File: config.mk
export PLATFORM = sky130hd
export DESIGN_NAME = weight_pattern_gen
export DESIGN_NICKNAME = d
export VERILOG_FILES = /design/src/rtl/weight_pattern_gen.sv
export SDC_FILE = /design/constraint.sdc
export NUM_CORES = 1
export LEC_CHECK = 0
export CAP_MARGIN = 20
export CORE_AREA = 2 2 98 100
export DETAILED_ROUTE_END_ITERATION = 7
export DIE_AREA = 0 0 100 102
export GPL_TIMING_DRIVEN = 0
export HOLD_SLACK_MARGIN = 0.1
export PLACE_DENSITY = 0.82
export SLEW_MARGIN = 20
export SYNTH_ARGS = -nofsm -noshare
export SYNTH_HDL_FRONTEND = slang
export SYNTH_SLANG_ARGS = --single-unit
File: constraint.sdc
create_clock -name clk -period 3.6 [get_ports clk]
set_clock_uncertainty 0.05 [all_clocks]
set_input_delay 0.72 -clock clk [delete_from_list [all_inputs] [get_ports clk]]
set_output_delay 0.72 -clock clk [all_outputs]
set_load 0.005 [all_outputs]
File: src/rtl/weight_pattern_gen.sv
// Enumerates every WIDTH-bit word with exactly k ones, in increasing order,
// one word per valid/ready beat (Gosper's next-combination step).
module weight_pattern_gen #(
  parameter int WIDTH = 16,
  parameter int KW    = 5,
  parameter int CW    = 14
) (
  input  logic              clk,
  input  logic              rst_n,
  input  logic              start,
  input  logic [KW-1:0]     weight,
  input  logic              abort,
  output logic              busy,
  output logic              out_valid,
  input  logic              out_ready,
  output logic [WIDTH-1:0]  pattern,
  output logic              last,
  output logic [CW-1:0]     count,
  output logic              done,
  output logic              err
);

  localparam int IW = $clog2(WIDTH + 1);
  localparam logic [KW-1:0] WIDTH_K = KW'(WIDTH);

  typedef enum logic [0:0] {IDLE, RUN} state_t;

  state_t state, state_next;

  logic [WIDTH-1:0] top_mask;
  logic [WIDTH-1:0] first_word;
  logic [WIDTH-1:0] first_top;
  logic             first_last;
  logic             bad_weight;
  logic [WIDTH:0]   succ;
  logic             load, accept, finish, reject, stop;

  // Trailing-zero position of a one-hot (or zero) vector; lowest set bit wins.
  function automatic logic [IW-1:0] ctz(input logic [WIDTH:0] v);
    ctz = '0;
    for (int i = WIDTH; i >= 0; i--) begin
      if (v[i]) ctz = IW'(i);
    end
  endfunction

  // Next larger word with the same popcount, carried one bit wider so the
  // ripple out of the top bit never aliases back into range.
  function automatic logic [WIDTH:0] gosper(input logic [WIDTH-1:0] x);
    logic [WIDTH:0] xe, c, r;
    xe = {1'b0, x};
    c  = xe & (-xe);
    r  = xe + c;
    gosper = r | (((r ^ xe) >> 2) >> ctz(c));
  endfunction

  assign first_word = ~({WIDTH{1'b1}} << weight);
  assign first_top  = {WIDTH{1'b1}} << (WIDTH_K - weight);
  assign first_last = (weight == '0) || (weight == WIDTH_K);
  assign bad_weight = weight > WIDTH_K;
  assign succ       = gosper(pattern);

  assign busy      = (state == RUN);
  assign out_valid = (state == RUN);

  always_ff @(posedge clk or negedge rst_n) begin
    if (!rst_n) state <= IDLE;
    else        state <= state_next;
  end

  always_comb begin
    state_next = state;
    load       = 1'b0;
    accept     = 1'b0;
    finish     = 1'b0;
    reject     = 1'b0;
    stop       = 1'b0;
    case (state)
      IDLE: begin
        // abort outranks start so a simultaneous request is dropped
        if (start && !abort) begin
          if (bad_weight) begin
            reject = 1'b1;
          end else begin
            load       = 1'b1;
            state_next = RUN;
          end
        end
      end
      RUN: begin
        if (abort) begin
          stop       = 1'b1;
          state_next = IDLE;
        end else if (out_ready) begin
          accept = 1'b1;
          if (last) begin
            finish     = 1'b1;
            state_next = IDLE;
          end
        end
      end
    endcase
  end

  always_ff @(posedge clk or negedge rst_n) begin
    if (!rst_n) begin
      pattern  <= '0;
      top_mask <= '0;
      last     <= 1'b0;
      count    <= '0;
      done     <= 1'b0;
      err      <= 1'b0;
    end else begin
      done <= finish;
      err  <= reject;
      if (load) begin
        pattern  <= first_word;
        top_mask <= first_top;
        last     <= first_last;
        count    <= '0;
      end else if (stop) begin
        last <= 1'b0;
      end else if (accept) begin
        count <= count + CW'(1);
        if (last) begin
          last <= 1'b0;
        end else begin
          pattern <= succ[WIDTH-1:0];
          last    <= (succ == {1'b0, top_mask});
        end
      end
    end
  end

endmodule

==> impl_results.md, run 1 <==
- Status: finished, violations left
- Failing checks: negative setup slack
- Syn nets: 657
- DR vias/cell: 6.816
- Relative slew slack: 47.19%
- WHS: 0.3495 ns
- Seq cells post-synth: 50
- Total CTS buffers: 5
- Final GP Congestion: 1.056
- PwrDens: 530.4 mW/mm^2
- Post-route non-filler standard cell count: 841
- Initial core utilization: 52.36%
- Total Power: 3.322 mW
- Die area: 0.01020 sq mm
- TritonCTS Sinks: 50
- Drt initial violations: 683
- Clock Pin Slew Worst Setup and Hold Paths: 0.10 ns
- Vias in the first global route: 5325
- Leading cell types by total area after synthesis: dfrtp_1 (26%), nand2_1 (6.0%), o21ai_0 (5.4%)
- Final cell utilization of the core: 68.76%
- CTS tree: done
- Internal: 1.735 mW
- Cells after Synth: 638
- Worst-Skew Late Latency: 0.31 ns
- Die Y: 102 um
- Net Sw Frac: 47.78%
- Psw: 1.588 mW
- Worst Tran Pin Value: 0.7922 ns
- Async SR Flop Fraction: 100.0%
- CP max stage delay: 0.44 ns
- Area fraction of the dominant cell type after synthesis: 26.23%
- Initial antenna violation count: 0
- # diodes: 0
- Top FF cell, synth: dfrtp_1
- Chip width: 100 um
- Arrival @ worst endpoint: 4.05 ns
- CP delay by family, top: compound AO/OA/AOI/OAI gates
- Fin. max-slew vios: 0
- Final instance area: 0.006264 sq mm
- Min Tclk post-route: 3.887 ns
- CP Capture Type: register
- YS warnings: 0
- First-pass GRT wire length: 28470 um
- Port bufs: 44
- Io pins: 45
- Layout area overhead: 31.32%
- Element type at the critical path start: register
- RSZ-0062 raised after global routing: yes
- Combinational power share: 63.3%
- Inst Count DP: 794
- Leading area contributor after synthesis: dfrtp_1
- # nets final: 748
- Slowest CP cell: dfrtp_1
- CTS Buffer Depth: 2
- Achievable Freq: 0.2573 GHz
- Via Count: 5732
- Hold crit path type: in -> async
- Top cell types by occurrence after synthesis: nand2_1 (76), nor2_1 (58), o21ai_0 (51)
- Share of layout cells above drive strength 1: 21.64%
- Post-DP HPWL: 13060 um
- Root buffer cell: clkbuf_8
- Clock power frac: 12.6%
- Final setup fails: 1
- Seq pwr share: 24.1%
- H-tree Lvls: 2
- VDD IR max: 390.7 uV
- DRT Pass-1 Iters: 6
- Setup crit start: pattern[7]
- All-Layer GR Usage: 35.76%
- Antenna Violating Nets Remaining: 0
- Most common cell in the synthesized netlist: nand2_1
- Core Rows: 35
- Final period utilization: 108.0%
- Hold Fails Final Rpt: 0
- Avg Inst Size Synth: 7.476 sq um
- Core ar.: 0.009109 sq mm
- Wire per inst: 21.77 um
- Max-capacitance violation count: 0
- Mapped Area: 0.004770 sq mm
- Post-DP Area: 0.005378 sq mm
- Setup slack after layout: -0.2870 ns
- Setup CP Type: reg -> reg
- Drt drc: 0
- Routed WL: 18310 um
- Gr ovfl total: 0
- Crit Path Max Fanout: 10
- Post-synth EDFFs: 0
- Filler Cell Count: 769
- R2r startpoint: pattern[7]
- Leak pwr: 2.492 nW
- Largest net degree at the start of global routing: 27
- Worst-path cell chain: buf_2, nor3b_1, o31ai_1, o21a_1, a31oi_4, buf_6, buf_12, a21oi_2, a211o_1, o2111ai_1, or3_1, a211oi_2, nand4_1, o41ai_2
- Critical Path RT: 3.76 ns
- Register area share after synthesis: 26.23%
- Distinct cells, synth: 80
- Crit path buffers/inverters: 3
-- timing repair --
action | CTS | global route
setup endpoints to repair | 14 | 8
gates resized for setup | 69 | 42
hold buffers | 0 | 0
pin swaps | 19 | 13
gates cloned | 0 | 0
setup buffers | 30 | 13
-- per-layer routing --
layer  GRT usage [%]  wire [um]  up-vias
met2           59.51       8469      421
met5               0          0        -
met3           6.019       1920       86
met4           14.86        930        0
met1           46.54       6986     2697
li1                -          -     2528
-- layout make-up --
class / instances / area [sq um] / area share, %
multi-input cells: 520 / 3616 / 57.73
flip-flops and latches: 50 / 1256 / 20.06
repair buffers: 88 / 818.3 / 13.06
plain buffers: 45 / 245.2 / 3.915
well taps: 111 / 138.9 / 2.217
inverters: 19 / 71.32 / 1.139
clock buffers: 5 / 68.82 / 1.099
clock inverters: 3 / 48.80 / 0.7791
-- path summary, 6_finish.rpt --
check,cells past startpoint,slack (ns),end
max reg2reg,14,-0.29,last
max in group asynchronous,2,2.58,pattern[3]
min reg2reg,2,0.46,top_mask[13]
min in group clk,2,0.46,top_mask[13]
min,1,0.35,count[12]
max,14,-0.29,last
-- cells in the final DEF (no fill, tap or decap), types with 5 or more instances in the layout --
cell and count:
nand2_1 76, nor2_1 54, o21ai_0 49, dfrtp_1 46
buf_4 43, clkdlybuf4s50_1 43, a21oi_1 39, nand3_1 26
clkbuf_1 24, inv_1 19, nor3_1 12, o211ai_1 12
xor2_1 12, nor2b_1 10, xnor2_1 9, nand4_1 9
ha_1 9, nand2b_1 8, buf_6 8, and3_1 8
a21oi_2 8, mux2i_1 8, and2_1 7, or3_1 7
o31ai_1 7, a31oi_1 7, clkbuf_2 6, a211oi_1 6
buf_2 5, nor3_2 5, o21a_1 5, a21o_1 5
clkbuf_8 5
-- power groups by stage --
stage	combinational (mW)	sequential (mW)	clock, mW
5_1_grt	2.21	0.811	0.442
2_1_floorplan	1.04	0.757	0
3_5_place_dp	1.60	0.787	0
3_3_place_gp	1.57	0.781	0
6_report	2.10	0.801	0.418
4_1_cts	1.91	0.779	0.416
-- stage by stage --
step                      setup WS [ns]  TNS [ns]
after floorplan                0.001764         0
after global placement          -0.9558    -5.283
after detailed placement        -0.9439    -5.063
after CTS                       -0.2222   -0.2222
after global routing            -0.3646   -0.4162
final                           -0.2870   -0.2870
-- state kept, by name, summed over array words and instances, names as in the netlist --
register / flops
done: 1
count: 14
err: 1
last: 1
pattern: 16
busy: 1
top_mask: 16
-- kinds of logic after synthesis --
kind of cell | after synthesis | synth area share, %
multiplexers | 13 | 2.807
adder cells (fa/ha/maj) | 9 | 2.361
XOR/XNOR | 21 | 3.856
AO/OA/AOI/OAI | 214 | 31.11
buffers and inverters | 68 | 6.217
flip-flops | 50 | 26.23
AND/OR/NAND/NOR | 263 | 27.41
Power figures use the tool's default switching activity.
==> run 2, diff against run 1 <==
--- a/config.mk
+++ b/config.mk
@@ -12,6 +12,7 @@
 export GPL_TIMING_DRIVEN = 0
 export HOLD_SLACK_MARGIN = 0.1
 export PLACE_DENSITY = 0.82
+export RECOVER_POWER = 50
 export SLEW_MARGIN = 20
 export SYNTH_ARGS = -nofsm -noshare
 export SYNTH_HDL_FRONTEND = slang
==> impl_results.md, run 2 (same netlist as run 1, synthesis figures left out) <==
- Status: finished, violations left
- Failing checks: negative setup slack
- FF-to-FF End: last
- Die area: 0.01020 sq mm
- All-Layer GR Usage: 35.76%
- TNS Setup: -0.2864 ns
- Hold crit path type: reg -> reg
- # nets final: 748
- Final setup fails: 1
- Final instance area: 0.006238 sq mm
- Initial core utilization: 52.36%
- Antenna Violating Nets Remaining: 0
- R2r startpoint: pattern[7]
- Final period utilization: 108.0%
- Commonest non-fill, non-tap cells in the layout: nand2_1 (76), nor2_1 (54), o21ai_0 (49), dfrtp_1 (46), buf_4 (43)
- CTS Buffer Depth: 2
- CP delay by family, top: compound AO/OA/AOI/OAI gates
- Most used cell, CP: buf_6
- Relative slew slack: 9.789%
- Layout area overhead: 30.80%
- Slowest CP cell: dfrtp_1
- First-pass GRT wire length: 28470 um
- VDD IR max: 387.0 uV
- Largest net degree at the start of global routing: 27
- Setup CP Type: reg -> reg
- CTS tree: done
- Core ar.: 0.009109 sq mm
- DR vias/cell: 6.800
- Hold_sp: top_mask[13]
- Met3 wire length: 1950 um
- RSZ-0062 raised after global routing: yes
- Filler Cell Count: 773
- R2R Setup Slk: -0.29 ns
- Chip width: 100 um
- Wire per inst: 21.74 um
- Setup slack after layout: -0.2864 ns
- Drt drc: 0
- Max-capacitance violation count: 0
- Worst-path cell chain: buf_2, nor3b_1, o31ai_1, o21a_1, a31oi_4, buf_6, buf_6, nor2_2, nor3_2, o311ai_0, o2111ai_1, a211oi_2, nand4_1, o41ai_2
- TritonCTS Sinks: 50
- Final GP Congestion: 1.056
- Regs by FF count: pattern: 16 flops, top_mask: 16 flops, count: 14 flops
- PwrDens: 529.4 mW/mm^2
- Post-DP HPWL: 13060 um
- Worst Tran Pin Value: 1.353 ns
- Achievable Freq: 0.2573 GHz
- Vias in the first global route: 5325
- Setup crit start: pattern[7]
- Hold path endpoint: top_mask[13]
- Element type at the critical path start: register
- Routed WL: 18290 um
- Arrival @ worst endpoint: 4.04 ns
- Crit path buffers/inverters: 3
- Port bufs: 44
- Die Y: 102 um
- Min Tclk post-route: 3.886 ns
- Crit Path Max Fanout: 10
- Fin. max-slew vios: 0
- Top Layer Used: met4
- M1 WL: 6947 um
- Clock Pin Slew Worst Setup and Hold Paths: 0.10 ns
- # diodes: 0
- Post-DP Area: 0.005378 sq mm
- Hold depth: 2
- Gr ovfl total: 0
- Core Rows: 35
- Leak pwr: 2.511 nW
- Via Count: 5719
- Worst reg2reg path depth: 14
- Total CTS buffers: 5
- Drt initial violations: 660
- Initial antenna violation count: 0
- Io pins: 45
- Total Power: 3.303 mW
- Critical Path RT: 3.76 ns
- Wire length on met2: 8513 um
- CP max stage delay: 0.44 ns
- CP Capture Type: register
- H-tree Lvls: 2
- DRT Pass-1 Iters: 7
- Most common cell after layout, fill and taps aside: nand2_1
- Hold Fails Final Rpt: 0
- Share of layout cells above drive strength 1: 21.37%
- Worst-Skew Late Latency: 0.31 ns
- Root buffer cell: clkbuf_8
run 2: cell count changes in the layout (fill, tap and decap cells not counted), sizes merged:
cell / previous run / this run
buf: 59 / 57
clkbuf: 36 / 38
clkdlybuf4s50: 43 / 27
dlygate4sd3: 0 / 16
run 2: power by group:
group / switching (mW) / internal, mW / total (mW) / leakage (nW)
clock network: 0.206 / 0.212 / 0.418 / 0.0563
registers: 0.141 / 0.659 / 0.801 / 0.640
logic: 1.23 / 0.852 / 2.08 / 1.81
total: 1.58 / 1.72 / 3.30 / 2.51
run 2: what timing repair did:
action,in CTS,in global routing
pin swaps,19,13
setup buffers,30,13
cloned,0,0
hold buffers,0,0
resized for setup,69,42
setup endpoints to repair,14,8
run 2: worst max path at each step:
stage | end | slack (ns) | cells past startpoint
finish | last | -0.29 | 14
detailed placement | last | -0.94 | 13
global placement | last | -0.96 | 13
floorplan | last | 0.002 | 14
CTS | last | -0.22 | 12
global route | last | -0.36 | 14
run 2: worst reg2reg max path, stage by stage, from the launching register on:
cell,delay [ns]
dfrtp_1,0.44
buf_2,0.25
nor3b_1,0.18
o31ai_1,0.34
o21a_1,0.30
a31oi_4,0.17
buf_6,0.19
buf_6,0.12
nor2_2,0.26
nor3_2,0.10
o311ai_0,0.40
o2111ai_1,0.22
a211oi_2,0.21
nand4_1,0.18
o41ai_2,0.38
run 2: per-stage QoR:
| stage | instances | hold WS (ns) | setup slack, ns | util (%) |
|---|---|---|---|---|
| finish | 841 | 0.4602 | -0.2864 | 68.49 |
| global route | 841 | 0.5013 | -0.3613 | 68.49 |
| CTS | 830 | 0.3758 | -0.2222 | 66.15 |
| detailed placement | 794 | 0.4328 | -0.9439 | 59.04 |
| global placement | 793 | 0.4200 | -0.9558 | 58.79 |
| floorplan | 638 | 0.3744 | 0.001764 | - |
run 2: cell type report:
type / instances / area [sq um] / area share (%)
multi-input cells: 520 / 3616 / 57.96
flip-flops and latches: 50 / 1256 / 20.14
repair buffers: 88 / 793.3 / 12.72
plain buffers: 45 / 245.2 / 3.931
well taps: 111 / 138.9 / 2.226
inverters: 19 / 71.32 / 1.143
clock buffers: 5 / 68.82 / 1.103
clock inverters: 3 / 48.80 / 0.7822
run 2: routing by layer:
metal  vias up  GRT usage [%]
li1       2533              -
met3        88          6.019
met5         -              0
met4         0          14.86
met1      2686          46.54
met2       412          59.51
